<file path="src/rtl/t1_event_builder.sv">
// t1_event_builder: turns each T1 burst into one readout event record and queues it
// in a small first-word-fall-through FIFO for the IRS readout controller.
module t1_event_builder #(
    parameter int NUM_L4          = 4,
    parameter int BLOCK_BITS      = 9,
    parameter int LEN_BITS        = 8,
    parameter int MAX_LEN         = 255,
    parameter int POST_BLOCKS     = 4,
    parameter int FIFO_DEPTH_LOG2 = 2
) (
    input  logic                  clk_i,
    input  logic                  rst_i,
    input  logic                  T1_i,
    input  logic [8:0]            T1_offset_i,
    input  logic [NUM_L4-1:0]     l4_i,
    input  logic [NUM_L4-1:0]     l4_new_i,
    input  logic [BLOCK_BITS-1:0] wr_block_i,
    input  logic                  block_ce_i,
    output logic                  ev_valid_o,
    input  logic                  ev_ready_i,
    output logic [BLOCK_BITS-1:0] ev_start_o,
    output logic [LEN_BITS-1:0]   ev_len_o,
    output logic [NUM_L4-1:0]     ev_pattern_o,
    output logic [NUM_L4-1:0]     ev_new_o,
    output logic                  ev_trunc_o,
    output logic                  fifo_full_o,
    output logic [15:0]           event_count_o,
    output logic [15:0]           drop_count_o
);
    localparam int PW    = FIFO_DEPTH_LOG2;
    localparam int DEPTH = 1 << PW;

    typedef enum logic [1:0] {IDLE, ACTIVE, POST, PUSH} state_t;
    typedef struct packed {
        logic [BLOCK_BITS-1:0] start;
        logic [LEN_BITS-1:0]   len;
        logic [NUM_L4-1:0]     pat;
        logic [NUM_L4-1:0]     nw;
        logic                  trunc;
    } rec_t;

    state_t              state_q, state_d;
    rec_t                rec_q, rec_d;
    logic [LEN_BITS-1:0] post_q, post_d;
    rec_t                mem_q [DEPTH];
    rec_t                mem_d [DEPTH];
    logic [PW-1:0]       wptr_q, wptr_d, rptr_q, rptr_d;
    logic [PW:0]         cnt_q, cnt_d;
    logic                full_q, full_d;
    logic [15:0]         ev_cnt_q, ev_cnt_d, drop_cnt_q, drop_cnt_d;
    logic                start_ev, pop, wr_en;

    always_comb begin
        state_d  = state_q;
        rec_d    = rec_q;
        post_d   = post_q;
        start_ev = 1'b0;
        case (state_q)
            IDLE: start_ev = T1_i;
            ACTIVE: begin
                if (T1_i) begin
                    rec_d.pat = rec_q.pat | l4_i;
                    rec_d.nw  = rec_q.nw | l4_new_i;
                end else begin
                    post_d  = LEN_BITS'(POST_BLOCKS);
                    state_d = (POST_BLOCKS == 0) ? PUSH : POST;
                end
                if (block_ce_i) rec_d.len = rec_q.len + LEN_BITS'(1);
            end
            POST: begin
                if (T1_i) begin
                    rec_d.pat = rec_q.pat | l4_i;
                    rec_d.nw  = rec_q.nw | l4_new_i;
                    state_d   = ACTIVE;
                end else if (block_ce_i) begin
                    rec_d.len = rec_q.len + LEN_BITS'(1);
                    post_d    = post_q - LEN_BITS'(1);
                    if (post_d == '0) state_d = PUSH;
                end
            end
            PUSH: begin
                start_ev = T1_i;
                state_d  = IDLE;
            end
            default: state_d = IDLE;
        endcase
        // hitting MAX_LEN closes the event regardless of T1 or a pending post window
        if ((state_q == ACTIVE || state_q == POST) && rec_d.len == LEN_BITS'(MAX_LEN)) begin
            rec_d.trunc = 1'b1;
            state_d     = PUSH;
        end
        if (start_ev) begin
            rec_d.start = wr_block_i - T1_offset_i[BLOCK_BITS-1:0];
            rec_d.len   = LEN_BITS'(1);
            rec_d.pat   = l4_i;
            rec_d.nw    = l4_new_i;
            rec_d.trunc = 1'b0;
            state_d     = ACTIVE;
        end
    end

    // a pop in the same cycle frees a slot, so a push into a full FIFO still lands
    assign pop   = ev_valid_o && ev_ready_i;
    assign wr_en = (state_q == PUSH) && (!full_q || pop);

    always_comb begin
        mem_d = mem_q;
        if (wr_en) mem_d[wptr_q] = rec_q;
        wptr_d     = wptr_q + PW'(wr_en);
        rptr_d     = rptr_q + PW'(pop);
        cnt_d      = cnt_q + (PW+1)'(wr_en) - (PW+1)'(pop);
        full_d     = cnt_d == (PW+1)'(DEPTH);
        ev_cnt_d   = ev_cnt_q + 16'(wr_en);
        drop_cnt_d = drop_cnt_q + 16'((state_q == PUSH) && !wr_en && drop_cnt_q != 16'hFFFF);
    end

    always_ff @(posedge clk_i or posedge rst_i) begin
        if (rst_i) begin
            state_q    <= IDLE;
            rec_q      <= '0;
            post_q     <= '0;
            mem_q      <= '{default: '0};
            wptr_q     <= '0;
            rptr_q     <= '0;
            cnt_q      <= '0;
            full_q     <= 1'b0;
            ev_cnt_q   <= '0;
            drop_cnt_q <= '0;
        end else begin
            state_q    <= state_d;
            rec_q      <= rec_d;
            post_q     <= post_d;
            mem_q      <= mem_d;
            wptr_q     <= wptr_d;
            rptr_q     <= rptr_d;
            cnt_q      <= cnt_d;
            full_q     <= full_d;
            ev_cnt_q   <= ev_cnt_d;
            drop_cnt_q <= drop_cnt_d;
        end
    end

    assign ev_valid_o    = cnt_q != '0;
    assign {ev_start_o, ev_len_o, ev_pattern_o, ev_new_o, ev_trunc_o} = mem_q[rptr_q];
    assign fifo_full_o   = full_q;
    assign event_count_o = ev_cnt_q;
    assign drop_count_o  = drop_cnt_q;
endmodule

</file>
<file path="config.mk">
export PLATFORM = sky130hd
export DESIGN_NAME = t1_event_builder
export DESIGN_NICKNAME = d
export VERILOG_FILES = /design/src/rtl/t1_event_builder.sv
export SDC_FILE = /design/constraint.sdc
export NUM_CORES = 1
export LEC_CHECK = 0
export ABC_AREA = 1
export CAP_MARGIN = 10
export CORE_MARGIN = 4
export CORE_UTILIZATION = 55
export CTS_CLUSTER_SIZE = 30
export DETAILED_ROUTE_END_ITERATION = 8
export GPL_TIMING_DRIVEN = 1
export PLACE_DENSITY = 0.78
export SLEW_MARGIN = 25
export SYNTH_ARGS = -nofsm -noshare
export SYNTH_HDL_FRONTEND = slang
export SYNTH_SLANG_ARGS = --single-unit
</file>
<file path="constraint.sdc">
create_clock -name clk_i -period 6.35 [get_ports clk_i]
set_input_delay 0.635 -clock clk_i [delete_from_list [all_inputs] [get_ports clk_i]]
set_output_delay 0.635 -clock clk_i [all_outputs]
set_load 0.05 [all_outputs]
</file>
==> results of run 1 <==
==> through the flow <==
stage,setup slack [ps],utilization (%),hold slack [ps],instances
after global placement,2992,62.51,462.0,1219
after floorplan,828.0,-,447.8,953
after detailed placement,2935,62.51,468.8,1219
after global routing,2240,66.88,501.9,1251
after CTS,2420,66.86,478.4,1251
final,2477,66.88,476.7,1251
==> flip-flops by register name, summed over array words and instances, names as in the netlist <==
name	count
mem_q	104
rec_q	26
drop_count_o	16
event_count_o	16
post_q	8
cnt_q	3
rptr_q	2
state_q	2
wptr_q	2
fifo_full_o	1
==> kinds of logic (layout without fill, tap and decap cells) <==
family	count (synthesis)	in the layout	share of synthesized area (%)
xor+xnor	37	37	3.748
fa+ha+maj	25	25	3.792
flops	180	180	52.10
compound gates	240	240	15.35
buf+inv	129	216	7.091
simple gates	342	342	17.92
==> cell type report <==
cell class	instances	area, um2
inverters	90	347.8
fillers	1271	5072
multi-input cells	644	3528
clock buffers	21	470.5
clock inverters	11	196.4
repair buffers	94	930.9
well taps	211	264.0
flip-flops and latches	180	4504
==> power by group <==
group          internal, uW  leakage, uW  total, uW  switching (uW)
logic                   870      0.00206       2630            1760
registers              1560      0.00230       1830             269
clock network           732     0.000320       1170             437
total                  3170      0.00468       5630            2470
==> worst max path at each step <==
stage	endpoint	slack, ps	cells after the start
after floorplan	cnt_q[0]$_DFF_PP0_	830	1
after global placement	ev_start_o[2]	2990	4
after detailed placement	ev_pattern_o[3]	2930	4
after CTS	ev_start_o[6]	2420	4
after global routing	ev_pattern_o[3]	2240	4
final	ev_pattern_o[3]	2480	4
==> layer usage <==
layer	wire [um]	track usage [%]	vias to the layer above
li1	-	-	3297
met1	8782	31.08	3250
met2	9140	35.78	165
met3	831	3.588	21
met4	215	5.771	0
met5	0	0	-
==> cells in the final DEF, fill, tap and decap left out, drive strengths merged, types with 23 or more instances in the layout <==
master,n
nand2,194
dfrtp,180
o21ai,158
inv,91
clkdlybuf4s50,90
nor2,79
nand3,47
o22ai,30
o21a,26
xor2,24
ha,23
==> results.md, run 1 <==
* FMAX at 0.2582 GHz
* WL final at 18.97 mm
* CTS resizes at 0
* Min-delay src: event_count_o[15]$_DFF_PP0_
* Synth-to-layout area growth at 18.47%
* Die height at 133.4 um
* Worst Hold End: event_count_o[15]$_DFF_PP0_
* Status: finished clean
* DRC at 0
* Core Rows at 45
* Via-to-Cell Ratio at 5.382
* Fraction of registers with async set/reset at 100.0%
* Worst setup SP type: flip-flop
* Final hold vios at 0
* Final period utilization at 60.99%
* Antenna-violating nets left at 0
* Syn Inst Count at 953
* Buf/Inv on CP at 2
* Most common cell in the netlist: nand2_1
* Via count at 6,733
* Hold-fix buffers, CTS at 0
* Lkg Pwr at 0.004675 uW
* #FFs+latches synth at 180
* Crit end category: primary output
* Final instance area at 10,240 um2
* I/O pin cnt at 91
* Vias in the first global route at 6,413
* HPWL after DPL at 12.33 mm
* Sequential fraction of the synthesis area at 52.10%
* Gr usage total at 21.99%
* Starting DRT DRC Count at 656
* Top cells by area, synth: dfrtp_1 (52%), nand2_1 (7.9%), o21ai_0 (4.8%), o21ai_1 (4.3%), inv_1 (3.6%)
* Post-Synthesis Cell Area at 8646 um2
* Worst skew pair latency at 430 ps
* Tmin final at 3873 ps
* Critical-path top delay cell: clkdlybuf4s50_1
* Fin nets at 1,083
* HP Class: flip-flop to flip-flop
* Drt pass-1 iters at 5
* Post-CTS Setup Bufs at 0
* Setup TNS at 0 ps
* Die width at 133.4 um
* Starting Density at 56.45%
* Final Wtd Congestion at 0.8693
* Flop2flop setup slack at 3770 ps
* Layout cells sized above 1 at 7.500%
* Worst Hold Path Cells at 1
* VDD IR max at 269.8 uV
* Final setup viols at 0
* Syn Area/Cell at 9.072 um2
* Crit-path max FO at 28
* RSZ-0062 raised after global routing: no
* Maxcap violations at 0
* Number of enable flip-flop cells after synthesis at 0
* CP required at 5710 ps
* Power per cell area at 549.8 nW/um2
* Max-slew headroom at 40.82%
* Ant diodes at 0
* Yosys top cell by area: dfrtp_1
* Crit-path cells: inv_1 -> o21ai_0 -> o22ai_1 -> clkdlybuf4s50_1
* Crit path kind: flip-flop to primary output
* Clock Sinks at 180
* Most common library cells after synthesis: nand2_1 (183), dfrtp_1 (180), inv_1 (84)
* Clock Skews at 9.416 ps
* Total chip power at 5632 uW
* R2R depth at 11
* Largest delay share family, worst path: buffers and inverters
* Most used flip-flop cell after synthesis: dfrtp_1
* Initial antenna violation count at 0
* Reg2reg start: cnt_q[1]$_DFF_PP0_
* Area of the core at 15,310 um2
* Clk buf depth at 2
* Largest net degree at the start of global routing at 118
* Capturing point of the worst reg2reg path: drop_count_o[14]$_DFF_PP0_
* Cts bufs inserted at 17
* Critical Path Max Stage Delay at 840 ps
* First-pass GRT wire length at 31.84 mm
* CTS tree: built
* Final Slew Violations at 0
* Reg clk slew, reported paths at 70 ps
* Dpl cell area at 9573 um2
* Unique masters post-synth at 41
* Pin slew with the least headroom to its limit at 887.7 ps
* CP arrival at 3240 ps
* Synthesized Nets at 1,009
* H-tree depth at 4
* Synth warn at 0
* Total gr overflow at 0
* Avg WL per Cell at 15.16 um
* Critical Path Start: rptr_q[1]$_DFF_PP0_
* Root Buffer Master: clkbuf_16
* Area of the die at 17,790 um2
* Post-synth top area share at 52.10%
* PortBufs at 90
(Power assumes the default switching activity.)
==> inputs of run 2 (changes only) <==
==> constraint.sdc (replaced) <==
create_clock -name clk_i -period 3.6 [get_ports clk_i]
set_input_delay 0.36 -clock clk_i [delete_from_list [all_inputs] [get_ports clk_i]]
set_output_delay 0.36 -clock clk_i [all_outputs]
set_load 0.05 [all_outputs]
==> results.md, run 2 (synthesized netlist as in run 1, its figures left out) <==
* Switching Fraction at 44.41% (was 43.77%)
* FMAX at 0.3809 GHz
* Worst setup SP type: flip-flop (unchanged)
* Clock power frac at 19.6% (was 20.8%)
* Vias in the first global route at 6,454 (was 6,413)
* Placed instance count at 1,222 (was 1,219)
* Via count at 6,746 (was 6,733)
* HP Class: input pin to async pin (was flip-flop to flip-flop)
* Status: finished clean (unchanged)
* First-pass GRT wire length at 31.14 mm (was 31.84 mm)
* CP arrival at 2270 ps (was 3240 ps)
* Via-to-Cell Ratio at 5.380 (was 5.382)
* Critical-path top delay cell: dfrtp_1 (was clkdlybuf4s50_1)
* Biggest register: mem_q (unchanged)
* Setup TNS at 0 ps (unchanged)
* Clock Sinks at 180 (unchanged)
* Maxcap violations at 0 (unchanged)
* Final period utilization at 72.92%
* Area of the die at 17,790 um2 (unchanged)
* Initial antenna violation count at 1 (was 0)
* CTS tree: built (unchanged)
* Sequential Power Share at 33.2% (was 32.6%)
* Critical Path Start: rptr_q[1]$_DFF_PP0_ (unchanged)
* Clk buf depth at 2 (unchanged)
* Biggest regs: mem_q (104), rec_q (26) (unchanged)
* Total gr overflow at 0 (unchanged)
* Reg clk slew, reported paths at 60 ps (was 70 ps)
* Crit end category: primary output (unchanged)
* Starting DRT DRC Count at 503 (was 656)
* H-tree depth at 4 (unchanged)
* Final std cells w/o fill at 1,254 (was 1,251)
* Worst Setup Slack, final at 974.8 ps (was 2477 ps)
* Most common cell after layout, fill and taps aside: nand2_1 (unchanged)
* Hold-fix buffers, CTS at 0 (unchanged)
* Cts bufs inserted at 17 (unchanged)
* HPWL after DPL at 11.79 mm (was 12.33 mm)
* VDD IR max at 485.7 uV (was 269.8 uV)
* Avg WL per Cell at 14.87 um (was 15.16 um)
* Layout cells sized above 1 at 10.16% (was 7.500%)
* DRC at 0 (unchanged)
* Drt pass-1 iters at 5 (unchanged)
* Sw Pwr at 4291 uW (was 2465 uW)
* Buf/Inv on CP at 3 (was 2)
* Final Wtd Congestion at 0.8581 (was 0.8693)
* Lkg Pwr at 0.004705 uW (was 0.004675 uW)
* Total chip power at 9663 uW (was 5632 uW)
* Area of the core at 15,310 um2 (unchanged)
* Reg2reg start: cnt_q[1]$_DFF_PP0_ (unchanged)
* Worst skew pair latency at 430 ps (about the same)
* Part of the power in combinational logic at 47.2% (was 46.7%)
* Final setup viols at 0 (unchanged)
* Largest register FFs at 104 (unchanged)
* Die height at 133.4 um (unchanged)
* Setup WS pre-CTS at 944.4 ps (was 2935 ps)
* Final Slew Violations at 0 (unchanged)
* Final hold vios at 0 (unchanged)
* CTS resizes at 0 (unchanged)
* RSZ-0062 raised after global routing: no (unchanged)
* Worst path most repeated cell: buf_4
* Commonest cells after routing, fill and taps aside: nand2_1 (183), dfrtp_1 (180), inv_1 (83), o21ai_0 (83), o21ai_1 (75) (was nand2_1 (183), dfrtp_1 (180), clkdlybuf4s50_1 (90))
* Starting Density at 56.45% (unchanged)
* Ant diodes at 0 (unchanged)
* PortBufs at 90 (unchanged)
* Clock Skews at 8.259 ps (was 9.416 ps)
* Power per cell area at 949.9 nW/um2 (was 549.8 nW/um2)
* Root Buffer Master: clkbuf_16 (unchanged)
* Gr usage total at 21.47% (was 21.99%)
* P_int at 5372 uW (was 3167 uW)
* Largest delay share family, worst path: buffers and inverters (unchanged)
* Crit-path max FO at 26 (was 28)
* WL final at 18.65 mm (was 18.97 mm)
* Crit path kind: flip-flop to primary output (unchanged)
* Tmin final at 2625 ps
* Largest net degree at the start of global routing at 99 (was 118)
* Crit-path cells: inv_1 -> buf_4 -> o21ai_0 -> o22ai_1 -> buf_4 (was inv_1 -> o21ai_0 -> o22ai_1 -> clkdlybuf4s50_1)
* Flop2flop setup slack at 1080 ps (was 3770 ps)
* I/O pin cnt at 91 (unchanged)
* CP required at 3240 ps (was 5710 ps)
* Post-CTS Setup Bufs at 0 (unchanged)
* Die width at 133.4 um (unchanged)
* Max-slew headroom at 47.89% (was 40.82%)
* Critical Path Max Stage Delay at 660 ps (was 840 ps)
* Core Rows at 45 (unchanged)
* Fin nets at 1,086 (was 1,083)
* Pin slew with the least headroom to its limit at 773.5 ps (was 887.7 ps)
* Synth-to-layout area growth at 17.66% (was 18.47%)
* Antenna-violating nets left at 0 (unchanged)
-- run 2: path summary, 6_finish.rpt --
| kind | to | depth (start not counted) |
|---|---|---|
| min | drop_count_o[0]$_DFF_PP0_ | 3 |
| min in group clk_i | event_count_o[15]$_DFF_PP0_ | 1 |
| min reg2reg | event_count_o[15]$_DFF_PP0_ | 1 |
| max reg2reg | drop_count_o[14]$_DFF_PP0_ | 11 |
| max in group asynchronous | mem_q[91]$_DFFE_PP0P_ | 3 |
| max | ev_start_o[8] | 5 |
-- run 2: power by group through the flow --
stage,Clock [uW],Sequential [uW],Combinational (uW)
final,1890,3210,4560
after global routing,2010,3300,4990
after CTS,1920,3200,4600
after detailed placement,0,3230,4560
after global placement,0,3210,4480
after floorplan,0,3290,3280
-- run 2: per-stage QoR --
step / cell area [um2] / hold slack [ps] / utilization (%)
6_report: 10170 / 436.1 / 66.42
2_1_floorplan: 8650 / 447.8 / -
4_1_cts: 10170 / 456.2 / 66.42
3_5_place_dp: 9554 / 467.1 / 62.39
5_1_grt: 10170 / 485.5 / 66.42
3_3_place_gp: 9554 / 459.8 / 62.39
-- run 2: area by class of cell --
class	instances	area, um2
Fill cell	1265	5142
Sequential cell	180	4504
Multi-Input combinational cell	644	3528
Timing Repair Buffer	97	913.4
Clock buffer	26	529.3
Inverter	90	344.1
Tap cell	211	264.0
Clock inverter	6	88.84
-- run 2: routing by layer --
metal  routed length [um]  share of wire (%)  GRT usage [%]
met2                 8925                 48          35.33
met1                 8552                 46          29.04
met3                  887                4.8          4.230
met4                  270                1.4          6.686
met5                   12              0.064              0
-- run 2: tightest hold or removal path, delay by kind of cell --
kind,cells,cell delay (ps)
buffers and inverters,3,920
==> inputs of run 3 (changes only) <==
--- a/config.mk
+++ b/config.mk
@@ -8,11 +8,11 @@
 export ABC_AREA = 1
 export CAP_MARGIN = 10
 export CORE_MARGIN = 4
-export CORE_UTILIZATION = 55
+export CORE_UTILIZATION = 51
 export CTS_CLUSTER_SIZE = 30
 export DETAILED_ROUTE_END_ITERATION = 8
 export GPL_TIMING_DRIVEN = 1
-export PLACE_DENSITY = 0.78
+export PLACE_DENSITY = 0.76
 export SLEW_MARGIN = 25
 export SYNTH_ARGS = -nofsm -noshare
 export SYNTH_HDL_FRONTEND = slang
==> constraint.sdc (replaced) <==
create_clock -name clk_i -period 2.35 [get_ports clk_i]
set_input_delay 0.235 -clock clk_i [delete_from_list [all_inputs] [get_ports clk_i]]
set_output_delay 0.235 -clock clk_i [all_outputs]
set_load 0.05 [all_outputs]
==> results.md, run 3 (synthesized netlist as in run 1, its figures left out) <==
* Status: finished with violations (was finished clean)
* Failing checks: negative setup slack
* Flop2flop setup slack at -40 ps (was 1080 ps)
* Root Buffer Master: clkbuf_16 (unchanged)
* P_int at 8523 uW (was 5372 uW)
* Clock Sinks at 180 (unchanged)
* Via count at 6,950 (was 6,746)
* Final hold vios at 0 (unchanged)
* Tmin final at 2394 ps
* Sw Pwr at 6833 uW (was 4291 uW)
* Crit-path max FO at 3 (was 26)
* Layout cells sized above 1 at 14.13% (was 10.16%)
* Pin slew with the least headroom to its limit at 723.5 ps (was 773.5 ps)
* Largest register FFs at 104 (unchanged)
* Sequential cell area at 4506 um2 (was 4504 um2)
* Clock Skews at 7.151 ps (was 8.259 ps)
* HP Class: input pin to async pin (unchanged)
* Commonest cells after routing, fill and taps aside: nand2_1 (182), dfrtp_1 (179), inv_1 (81), o21ai_0 (81), o21ai_1 (77) (was nand2_1 (183), dfrtp_1 (180), inv_1 (83), o21ai_0 (83), o21ai_1 (75))
* Starting DRT DRC Count at 533 (was 503)
* Final Wtd Congestion at 0.8748 (was 0.8581)
* Clk buf depth at 2 (unchanged)
* Clock power frac at 18.9% (was 19.6%)
* Total chip power at 15,360 uW (was 9663 uW)
* I/O pin cnt at 91 (unchanged)
* First-pass GRT wire length at 32.52 mm (was 31.14 mm)
* Total gr overflow at 0 (unchanged)
* Cts bufs inserted at 17 (unchanged)
* Area of the die at 19,100 um2 (was 17,790 um2)
* Reg2reg start: cnt_q[1]$_DFF_PP0_ (unchanged)
* Sequential Power Share at 31.9% (was 33.2%)
* Largest net degree at the start of global routing at 116 (was 99)
* Worst Setup Slack, final at -43.94 ps (was 974.8 ps)
* Final period utilization at 101.9%
* Antenna-violating nets left at 0 (unchanged)
* Worst skew pair latency at 430 ps (about the same)
* Maxcap violations at 0 (unchanged)
* Most common cell after layout, fill and taps aside: nand2_1 (unchanged)
* Ant diodes at 0 (unchanged)
* Biggest regs: mem_q (104), rec_q (26) (unchanged)
* Avg WL per Cell at 15.02 um (was 14.87 um)
* CP required at 2710 ps (was 3240 ps)
* Fin nets at 1,113 (was 1,086)
* Lkg Pwr at 0.004874 uW (was 0.004705 uW)
* Initial antenna violation count at 0 (was 1)
* RSZ-0062 raised after global routing: yes (was no)
* Final setup viols at 2 (was 0)
* Biggest register: mem_q (unchanged)
* Die height at 138.2 um (was 133.4 um)
* PortBufs at 90 (unchanged)
* R2R depth at 13 (was 11)
* Drt pass-1 iters at 6 (was 5)
* Gr usage total at 20.53% (was 21.47%)
* Area of the core at 16,580 um2 (was 15,310 um2)
* VDD IR max at 906.9 uV (was 485.7 uV)
* Setup WS pre-CTS at -89.74 ps (was 944.4 ps)
* Area occupied by multi-input gates at 3685 um2 (was 3528 um2)
* Switching Fraction at 44.50% (was 44.41%)
* Synth-to-layout area growth at 22.45% (was 17.66%)
* CTS tree: built (unchanged)
* Power per cell area at 1451 nW/um2 (was 949.9 nW/um2)
* Reg clk slew, reported paths at 60 ps (about the same)
* Die width at 138.2 um (was 133.4 um)
* Crit end category: flip-flop (was primary output)
* DRC at 0 (unchanged)
* FMAX at 0.4177 GHz
* Core Rows at 47 (was 45)
* Hold-fix buffers, CTS at 0 (unchanged)
* CP arrival at 2750 ps (was 2270 ps)
* Part of the power in combinational logic at 49.2% (was 47.2%)
* Worst setup SP type: flip-flop (unchanged)
* Fillers at 1,378 (was 1,265)
* H-tree depth at 4 (unchanged)
* Crit path kind: flip-flop to flip-flop (was flip-flop to primary output)
* Starting Density at 52.14% (was 56.45%)
* Vias in the first global route at 6,645 (was 6,454)
* Via-to-Cell Ratio at 5.392 (was 5.380)
* HPWL after DPL at 12.45 mm (was 11.79 mm)
* Max-slew headroom at 51.44% (was 47.89%)
* WL final at 19.36 mm (was 18.65 mm)
* Capturing point of the worst reg2reg path: fifo_full_o$_DFF_PP0_ (was drop_count_o[14]$_DFF_PP0_)
* Final Slew Violations at 0 (unchanged)
==> run 3: cell count changes in the layout (fill, tap and decap cells not counted), sizes merged <==
cell	previous run	this run
buf	33	60
clkinv	1	5
clkbuf	26	23
inv	90	88
bufinv	2	3
clkinvlp	3	2
==> run 3: through the flow <==
stage | TNS [ps] | utilization (%) | instance area (um2) | instances | hold WS, ps
floorplan | -34950 | - | 8657 | 953 | 385.1
global route | -646.5 | 63.84 | 10590 | 1289 | 46.19
finish | -82.05 | 63.84 | 10590 | 1289 | 38.27
detailed placement | -237.2 | 58.92 | 9771 | 1254 | 468.5
CTS | -38.49 | 63.11 | 10470 | 1288 | 24.54
global placement | 0 | 58.92 | 9771 | 1254 | 464.7
==> run 3: timing repair <==
| action | in CTS | in global routing |
|---|---|---|
| pin swaps | 9 | 15 |
| resized for setup | 11 | 25 |
| buffers inserted | 3 | 1 |
| gates cloned | 0 | 0 |
| setup endpoints to repair | 1 | 13 |
| endpoints found under the hold margin | 0 | 0 |
==> run 3: layout make-up <==
class	instances	share of cell area, %
Clock inverter	8	1.182
Timing Repair Buffer	124	10.97
Clock buffer	23	4.515
Tap cell	220	2.600
Multi-Input combinational cell	644	34.81
Inverter	90	3.368
Sequential cell	180	42.56
==> run 3: worst max-delay path by stage <==
stage | from | to | depth (start not counted)
2_1_floorplan | rst_i | cnt_q[0]$_DFF_PP0_ | 1
3_3_place_gp | wr_block_i[0] | rec_q[23]$_DFFE_PP0P_ | 13
3_5_place_dp | ev_ready_i | event_count_o[14]$_DFF_PP0_ | 14
4_1_cts | cnt_q[1]$_DFF_PP0_ | fifo_full_o$_DFF_PP0_ | 13
5_1_grt | cnt_q[1]$_DFF_PP0_ | fifo_full_o$_DFF_PP0_ | 13
6_report | cnt_q[1]$_DFF_PP0_ | fifo_full_o$_DFF_PP0_ | 13
==> run 3: power by group through the flow <==
stage                     Clock [uW]  Combinational [uW]  Sequential, uW
final                           2910                7550            4900
after global routing            3090                8250            5040
after CTS                       2960                7480            4860
after detailed placement           0                7290            4890
after global placement             0                7140            4870
after floorplan                    0                5030            5040
==> run 3: worst max-delay path: stages, from the launching register on <==
cell and delay [ps]:
dfrtp_1 400, or3_4 420, nand2_4 100, nand2_4 50
nand2_4 100, ha_4 210, inv_4 50, ha_4 120
inv_2 30, fa_2 340, xnor2_2 220, xnor2_2 140
nand2_1 70, nor2_1 80
==> run 3: metal layers <==
layer  track usage (%)  share of wire, %  up-vias  wire length, um
met2             31.91                47      164             9179
met1             28.78                46     3391             8917
met5                 0                 0        -                0
met4             7.956               2.0        0              396
met3             4.006               4.5       29              865
li1                  -                 -     3366                -
